[src/rtl/instr_assembler.sv]
// Packs an opcode class, register fields, function fields and a full signed
// immediate into an RV32I instruction word, then streams the words with
// ascending byte addresses through a single registered output stage.
module instr_assembler #(
  parameter int              ADDR_W    = 32,
  parameter logic [ADDR_W-1:0] BASE_ADDR = '0
) (
  input  logic              clk,
  input  logic              rst,
  input  logic              in_valid,
  output logic              in_ready,
  input  logic [4:0]        in_op,
  input  logic [4:0]        in_rd,
  input  logic [4:0]        in_rs1,
  input  logic [4:0]        in_rs2,
  input  logic [2:0]        in_funct3,
  input  logic [6:0]        in_funct7,
  input  logic [31:0]       in_imm,
  output logic              out_valid,
  input  logic              out_ready,
  output logic [31:0]       out_instr,
  output logic [ADDR_W-1:0] out_addr,
  output logic              out_err,
  output logic              err_sticky,
  input  logic              clr_err,
  output logic [15:0]       instr_count
);

  // Major opcode classes, instruction bits [6:2]
  localparam logic [4:0] OP_LOAD   = 5'b00000;
  localparam logic [4:0] OP_OPIMM  = 5'b00100;
  localparam logic [4:0] OP_AUIPC  = 5'b00101;
  localparam logic [4:0] OP_STORE  = 5'b01000;
  localparam logic [4:0] OP_OP     = 5'b01100;
  localparam logic [4:0] OP_LUI    = 5'b01101;
  localparam logic [4:0] OP_BRANCH = 5'b11000;
  localparam logic [4:0] OP_JALR   = 5'b11001;
  localparam logic [4:0] OP_JAL    = 5'b11011;

  localparam logic [31:0]       NOP_WORD  = 32'h0000_0013;
  localparam logic [ADDR_W-1:0] ADDR_STEP = ADDR_W'(4);

  logic [6:0]  opcode;
  logic        isShift;
  logic        iRangeOk;
  logic        shiftRangeOk;
  logic        bRangeOk;
  logic        uRangeOk;
  logic        jRangeOk;
  logic [31:0] rawWord;
  logic        immOk;
  logic        opKnown;
  logic [31:0] encWord;
  logic        encErr;

  logic              outValid_q, outValid_d;
  logic [31:0]       outInstr_q, outInstr_d;
  logic [ADDR_W-1:0] outAddr_q, outAddr_d;
  logic              outErr_q, outErr_d;
  logic [ADDR_W-1:0] nextAddr_q, nextAddr_d;
  logic              errSticky_q, errSticky_d;
  logic [15:0]       count_q, count_d;

  logic accept;
  logic handoff;

  assign opcode  = {in_op, 2'b11};
  assign isShift = (in_funct3 == 3'b001) || (in_funct3 == 3'b101);

  // The immediate must be reproducible by the decoder: the bits above the
  // encoded field have to be a pure sign extension, and bits the format
  // drops (low zeros for branches/jumps, low 12 for U) must be zero.
  assign iRangeOk     = (&in_imm[31:11]) | ~(|in_imm[31:11]);
  assign shiftRangeOk = ~(|in_imm[31:5]);
  assign bRangeOk     = ~in_imm[0] & ((&in_imm[31:12]) | ~(|in_imm[31:12]));
  assign uRangeOk     = ~(|in_imm[11:0]);
  assign jRangeOk     = ~in_imm[0] & ((&in_imm[31:20]) | ~(|in_imm[31:20]));

  // Format-specific bit scatter and legality; any failure becomes a NOP
  always_comb begin
    rawWord = '0;
    immOk   = 1'b0;
    opKnown = 1'b1;
    case (in_op)
      OP_LOAD, OP_JALR: begin
        rawWord = {in_imm[11:0], in_rs1, in_funct3, in_rd, opcode};
        immOk   = iRangeOk;
      end
      OP_OPIMM: begin
        if (isShift) begin
          rawWord = {in_funct7, in_imm[4:0], in_rs1, in_funct3, in_rd, opcode};
          immOk   = shiftRangeOk;
        end else begin
          rawWord = {in_imm[11:0], in_rs1, in_funct3, in_rd, opcode};
          immOk   = iRangeOk;
        end
      end
      OP_STORE: begin
        rawWord = {in_imm[11:5], in_rs2, in_rs1, in_funct3, in_imm[4:0], opcode};
        immOk   = iRangeOk;
      end
      OP_BRANCH: begin
        rawWord = {in_imm[12], in_imm[10:5], in_rs2, in_rs1, in_funct3,
                   in_imm[4:1], in_imm[11], opcode};
        immOk   = bRangeOk;
      end
      OP_LUI, OP_AUIPC: begin
        rawWord = {in_imm[31:12], in_rd, opcode};
        immOk   = uRangeOk;
      end
      OP_JAL: begin
        rawWord = {in_imm[20], in_imm[10:1], in_imm[11], in_imm[19:12], in_rd, opcode};
        immOk   = jRangeOk;
      end
      OP_OP: begin
        rawWord = {in_funct7, in_rs2, in_rs1, in_funct3, in_rd, opcode};
        immOk   = 1'b1;
      end
      default: begin
        opKnown = 1'b0;
      end
    endcase
    encErr  = ~(opKnown & immOk);
    encWord = encErr ? NOP_WORD : rawWord;
  end

  // The output stage can take a new word whenever it is empty or draining
  assign in_ready = ~outValid_q | out_ready;
  assign accept   = in_valid & in_ready;
  assign handoff  = outValid_q & out_ready;

  // Next-state for the output register, address counter, error flag and
  // handoff counter; a stalled word simply keeps its previous contents
  always_comb begin
    outValid_d  = outValid_q;
    outInstr_d  = outInstr_q;
    outAddr_d   = outAddr_q;
    outErr_d    = outErr_q;
    nextAddr_d  = nextAddr_q;
    errSticky_d = errSticky_q;
    count_d     = count_q;

    if (accept) begin
      outValid_d = 1'b1;
      outInstr_d = encWord;
      outAddr_d  = nextAddr_q;
      outErr_d   = encErr;
      nextAddr_d = nextAddr_q + ADDR_STEP;
    end else if (handoff) begin
      outValid_d = 1'b0;
    end

    if (handoff) begin
      count_d = count_q + 16'd1;
    end

    if (accept && encErr) begin
      errSticky_d = 1'b1;
    end else if (clr_err) begin
      errSticky_d = 1'b0;
    end
  end

  // State registers; reset drops any pending word and restarts addressing
  always_ff @(posedge clk or posedge rst) begin
    if (rst) begin
      outValid_q  <= 1'b0;
      outInstr_q  <= '0;
      outAddr_q   <= BASE_ADDR;
      outErr_q    <= 1'b0;
      nextAddr_q  <= BASE_ADDR;
      errSticky_q <= 1'b0;
      count_q     <= '0;
    end else begin
      outValid_q  <= outValid_d;
      outInstr_q  <= outInstr_d;
      outAddr_q   <= outAddr_d;
      outErr_q    <= outErr_d;
      nextAddr_q  <= nextAddr_d;
      errSticky_q <= errSticky_d;
      count_q     <= count_d;
    end
  end

  assign out_valid   = outValid_q;
  assign out_instr   = outInstr_q;
  assign out_addr    = outAddr_q;
  assign out_err     = outErr_q;
  assign err_sticky  = errSticky_q;
  assign instr_count = count_q;

endmodule

[config.mk]
export PLATFORM = sky130hd
export DESIGN_NAME = instr_assembler
export DESIGN_NICKNAME = d
export VERILOG_FILES = /design/src/rtl/instr_assembler.sv
export SDC_FILE = /design/constraint.sdc
export NUM_CORES = 1
export LEC_CHECK = 0
export ABC_AREA = 1
export ABC_CLOCK_PERIOD_IN_PS = 6000
export CAP_MARGIN = 20
export CELL_PAD_IN_SITES_DETAIL_PLACEMENT = 1
export CELL_PAD_IN_SITES_GLOBAL_PLACEMENT = 1
export CORE_MARGIN = 2
export CORE_UTILIZATION = 38
export DETAILED_ROUTE_END_ITERATION = 6
export PLACE_DENSITY_LB_ADDON = 0.1
export REMOVE_ABC_BUFFERS = 1
export SKIP_CTS_REPAIR_TIMING = 1
export SYNTH_ARGS = -nofsm -noshare
export SYNTH_HDL_FRONTEND = slang
export SYNTH_SLANG_ARGS = --single-unit
[constraint.sdc]
create_clock -name clk -period 6 [get_ports clk]
set_input_delay 0.6 -clock clk [delete_from_list [all_inputs] [get_ports clk]]
set_output_delay 0.6 -clock clk [all_outputs]
set_load 0.05 [all_outputs]
==> out/qor.csv <==
stage,metric,value,unit
outcome,status,"complete, no violations",
floorplanning,core_area,15800,sq um
detailed_routing,num_vias,5793,
logic_synthesis,synth_top_family_by_area,simple AND/OR/NAND/NOR gates,
timing,relSlewSlack,40.0,%
critical_path,slowest_delay,0.73,ns
logic_synthesis,async_flop_share,100,%
critical_path,required,6.29,ns
floorplanning,boundaryPins,151,
logic_synthesis,ys_top_cells_by_count,"342 x nand2_1, 110 x dfrtp_1, 98 x nor2_1, 60 x inv_1, 47 x nand3_1",
layout,layout-drive-gt1-share,5.76,%
logic_synthesis,synth-seq-area-share,45.1,%
power,p_total,2090,uW
detailed_routing,dr.pass1.iters,4,
timing,finalCriticalPeriod,3.05,ns
clock_tree,clk_pin_slew,0.07,ns
layout,fin_nets,1037,
placement,port_buffers,148,
logic_synthesis,synth_cells,837,
logic_synthesis,synthTopCellsByArea,"dfrtp_1 45%, nand2_1 21%, nor2_1 6.0%",
logic_synthesis,yosysWarnings,0,
floorplanning,die_y,131,um
clock_tree,clkLatencyLatePin,0.36,ns
hold_path,hp-class,reg2reg,
grt,grt_use_total,22.7,%
logic_synthesis,synth.top_cell.area_share,45.1,%
clock_tree,clk_path_buf_depth,2,
logic_synthesis,synth_simple_gate_area_share,37.3,%
placement,dpl.hpwl,13500,um
floorplanning,die_w,131,um
timing,final.setup.tns,0,ns
power,ir_drop,0.000145,V
power,powerDensity,261,nW/um^2
timing,max_freq,328,MHz
logic_synthesis,muxShareOfSynthArea,0,%
logic_synthesis,yosys.area.top_type,dfrtp_1,
detailed_routing,drc,0,
floorplanning,num_rows,46,
grt,grt_pass1_vias,5940,
logic_synthesis,synth_cell_types,32,
placement,gp_congestion,0.852,
critical_path,crit_type,in2reg,
logic_synthesis,synth-compound-area-share,4.75,%
detailed_routing,drt_iter0_drc,333,
logic_synthesis,synth_area,6110,sq um
critical_path,slowest_stage,clkdlybuf4s50_1,
timing,finalClockSkew,0.00668,ns
detailed_routing,avgRoutedWirePerCell,15.6,um
detailed_routing,viasPerCell,4.87,
critical_path,arrival,3.34,ns
power,p_leak,0.00383,uW
critical_path,critPathMostFrequentCell,nand2_1,
timing,worstMarginPinSlew,0.900,ns
logic_synthesis,synth_flop_cell,dfrtp_1,
grt,grt_pass1_wl,30200,um
logic_synthesis,synth_edf_count,0,
detailed_routing,ant_nets,0,
clock_tree,cts_tree,done,
clock_tree,cts_max_level,3,
clock_tree,root_buffer,clkbuf_16,
logic_synthesis,synth_xor_area_share,5.31,%
floorplanning,start_util,38.7,%
clock_tree,cts_buffers,9,
clock_tree,cts_sinks,110,
grt,antenna_found_initial,0,
logic_synthesis,synth_seq_cells,110,
layout,area_growth,31.1,%
timing,timing.final.max_slew_violations,0,
critical_path,cp_max_fo,29,
logic_synthesis,avgSynthCellArea,7.29,sq um
timing,setup_viol,0,
timing,period_share,50.9,%
layout,antenna_cells,0,
critical_path,path_cells,clkdlybuf4s50_1 > inv_1 > nand2_1 > nor2_1 > inv_2 > nor2_1 > nand2_1 > nand2_1 > nor2_1 > nand3_2 > nand2_1 > nand2_1,
timing,hold_viol,0,
floorplanning,dieArea,17100,sq um
layout,nFillCells,2029,
detailed_routing,wirelength,18600,um
flow_run,maxCapViolCount,0,
timing,rsz0062_at_grt,false,
critical_path,endpoint_kind,register,
grt,grt.overflow.total,0,
critical_path,cp-start-kind,input port,
logic_synthesis,synth.most_common_cell,nand2_1,
logic_synthesis,synth_fa_ha_area_share,0.410,%
grt,grt_max_degree,85,
report_power, final:
group	switching, uW	internal (uW)	leakage, uW
clock network	287	339	0.000155
logic	377	196	0.00227
registers	74.6	818	0.00141
total	739	1350	0.00383
flip-flops by register name, indices dropped and copies added, names as in the netlist:
signal	flops
instr_count	16
out_err	1
out_instr	31
err_sticky	1
out_addr	30
nextAddr_q	30
out_valid	1
worst max-delay path, delay by kind of cell:
family	cells	cell delay (ns)
buffers and inverters	3	1.14
and+or+nand+nor	9	1.61
logic make-up (layout without fill, tap and decap cells):
group                    after synthesis  count (layout)
AND/OR/NAND/NOR                      543             543
flip-flops                           110             110
buffers and inverters                 97             232
AO/OA/AOI/OAI                         47              47
XOR/XNOR                              37              37
adder cells (fa/ha/maj)                2               2
other                                  1               2
layer usage:
| layer | vias up | share of wire, % | global-route usage, % |
|---|---|---|---|
| met5 | - | 0 | 0 |
| met4 | 0 | 1.2 | 4.88 |
| met3 | 16 | 3.5 | 3.79 |
| met2 | 117 | 48 | 37.9 |
| met1 | 2787 | 48 | 31.1 |
| li1 | 2873 | - | - |
worst paths after layout:
path,start,to,slack [ns],cells past startpoint
setup / recovery,in_op[4],out_instr[7]$_DFFE_PP0P_,2.95,12
hold / removal,out_addr[6]$_DFFE_PP0P_,out_addr[6]$_DFFE_PP0P_,0.48,2
setup reg to reg,out_valid$_DFFE_PP0P_,nextAddr_q[30]$_DFFE_PP0P_,3.59,9
hold reg to reg,out_addr[6]$_DFFE_PP0P_,out_addr[6]$_DFFE_PP0P_,0.48,2
max in group asynchronous,rst,nextAddr_q[20]$_DFFE_PP0P_,4.11,3
min in group asynchronous,rst,out_addr[5]$_DFFE_PP0P_,0.81,2
per-stage QoR:
stage               instance area (sq um)  hold WS, ns  util (%)  std cells  setup slack [ns]
global route                         8010        0.498      50.8       1189              2.66
finish                               8010        0.479      50.8       1189              2.95
global placement                     7700        0.455      48.8       1173              2.68
detailed placement                   7700        0.466      48.8       1173              2.59
floorplan                            5930        0.441         -        807              1.86
CTS                                  8010        0.485      50.8       1189              2.97
layout make-up:
class	count	area (sq um)	share of cell area, %
Multi-Input combinational cell	631	2930	36.6
Sequential cell	110	2750	34.4
Timing Repair Buffer	150	1500	18.7
Tap cell	216	270	3.38
Inverter	66	250	3.13
Clock buffer	10	239	2.99
Clock inverter	6	68.8	0.860
layout by cell type, fill, tap and decap left out, types with 2 or more instances in the layout:
master           instances
nand3_2                  6
clkbuf_16                9
a21oi_2                 10
nor2_4                   4
conb_1                   2
nand3_1                 47
dfrtp_1                110
ha_1                     2
xor2_1                  30
nand3b_1                 2
clkinv_2                 2
nor3_1                   8
clkdlybuf4s50_1        148
buf_4                    2
inv_1                   59
o21ai_0                 18
xnor2_1                  7
nor2_1                  98
a21oi_1                 14
nand2_1                341
inv_2                    6
nor4_1                   2
nand2_2                  5
nor2_2                   3
nand4_1                 25
Power figures use the tool's default switching activity.
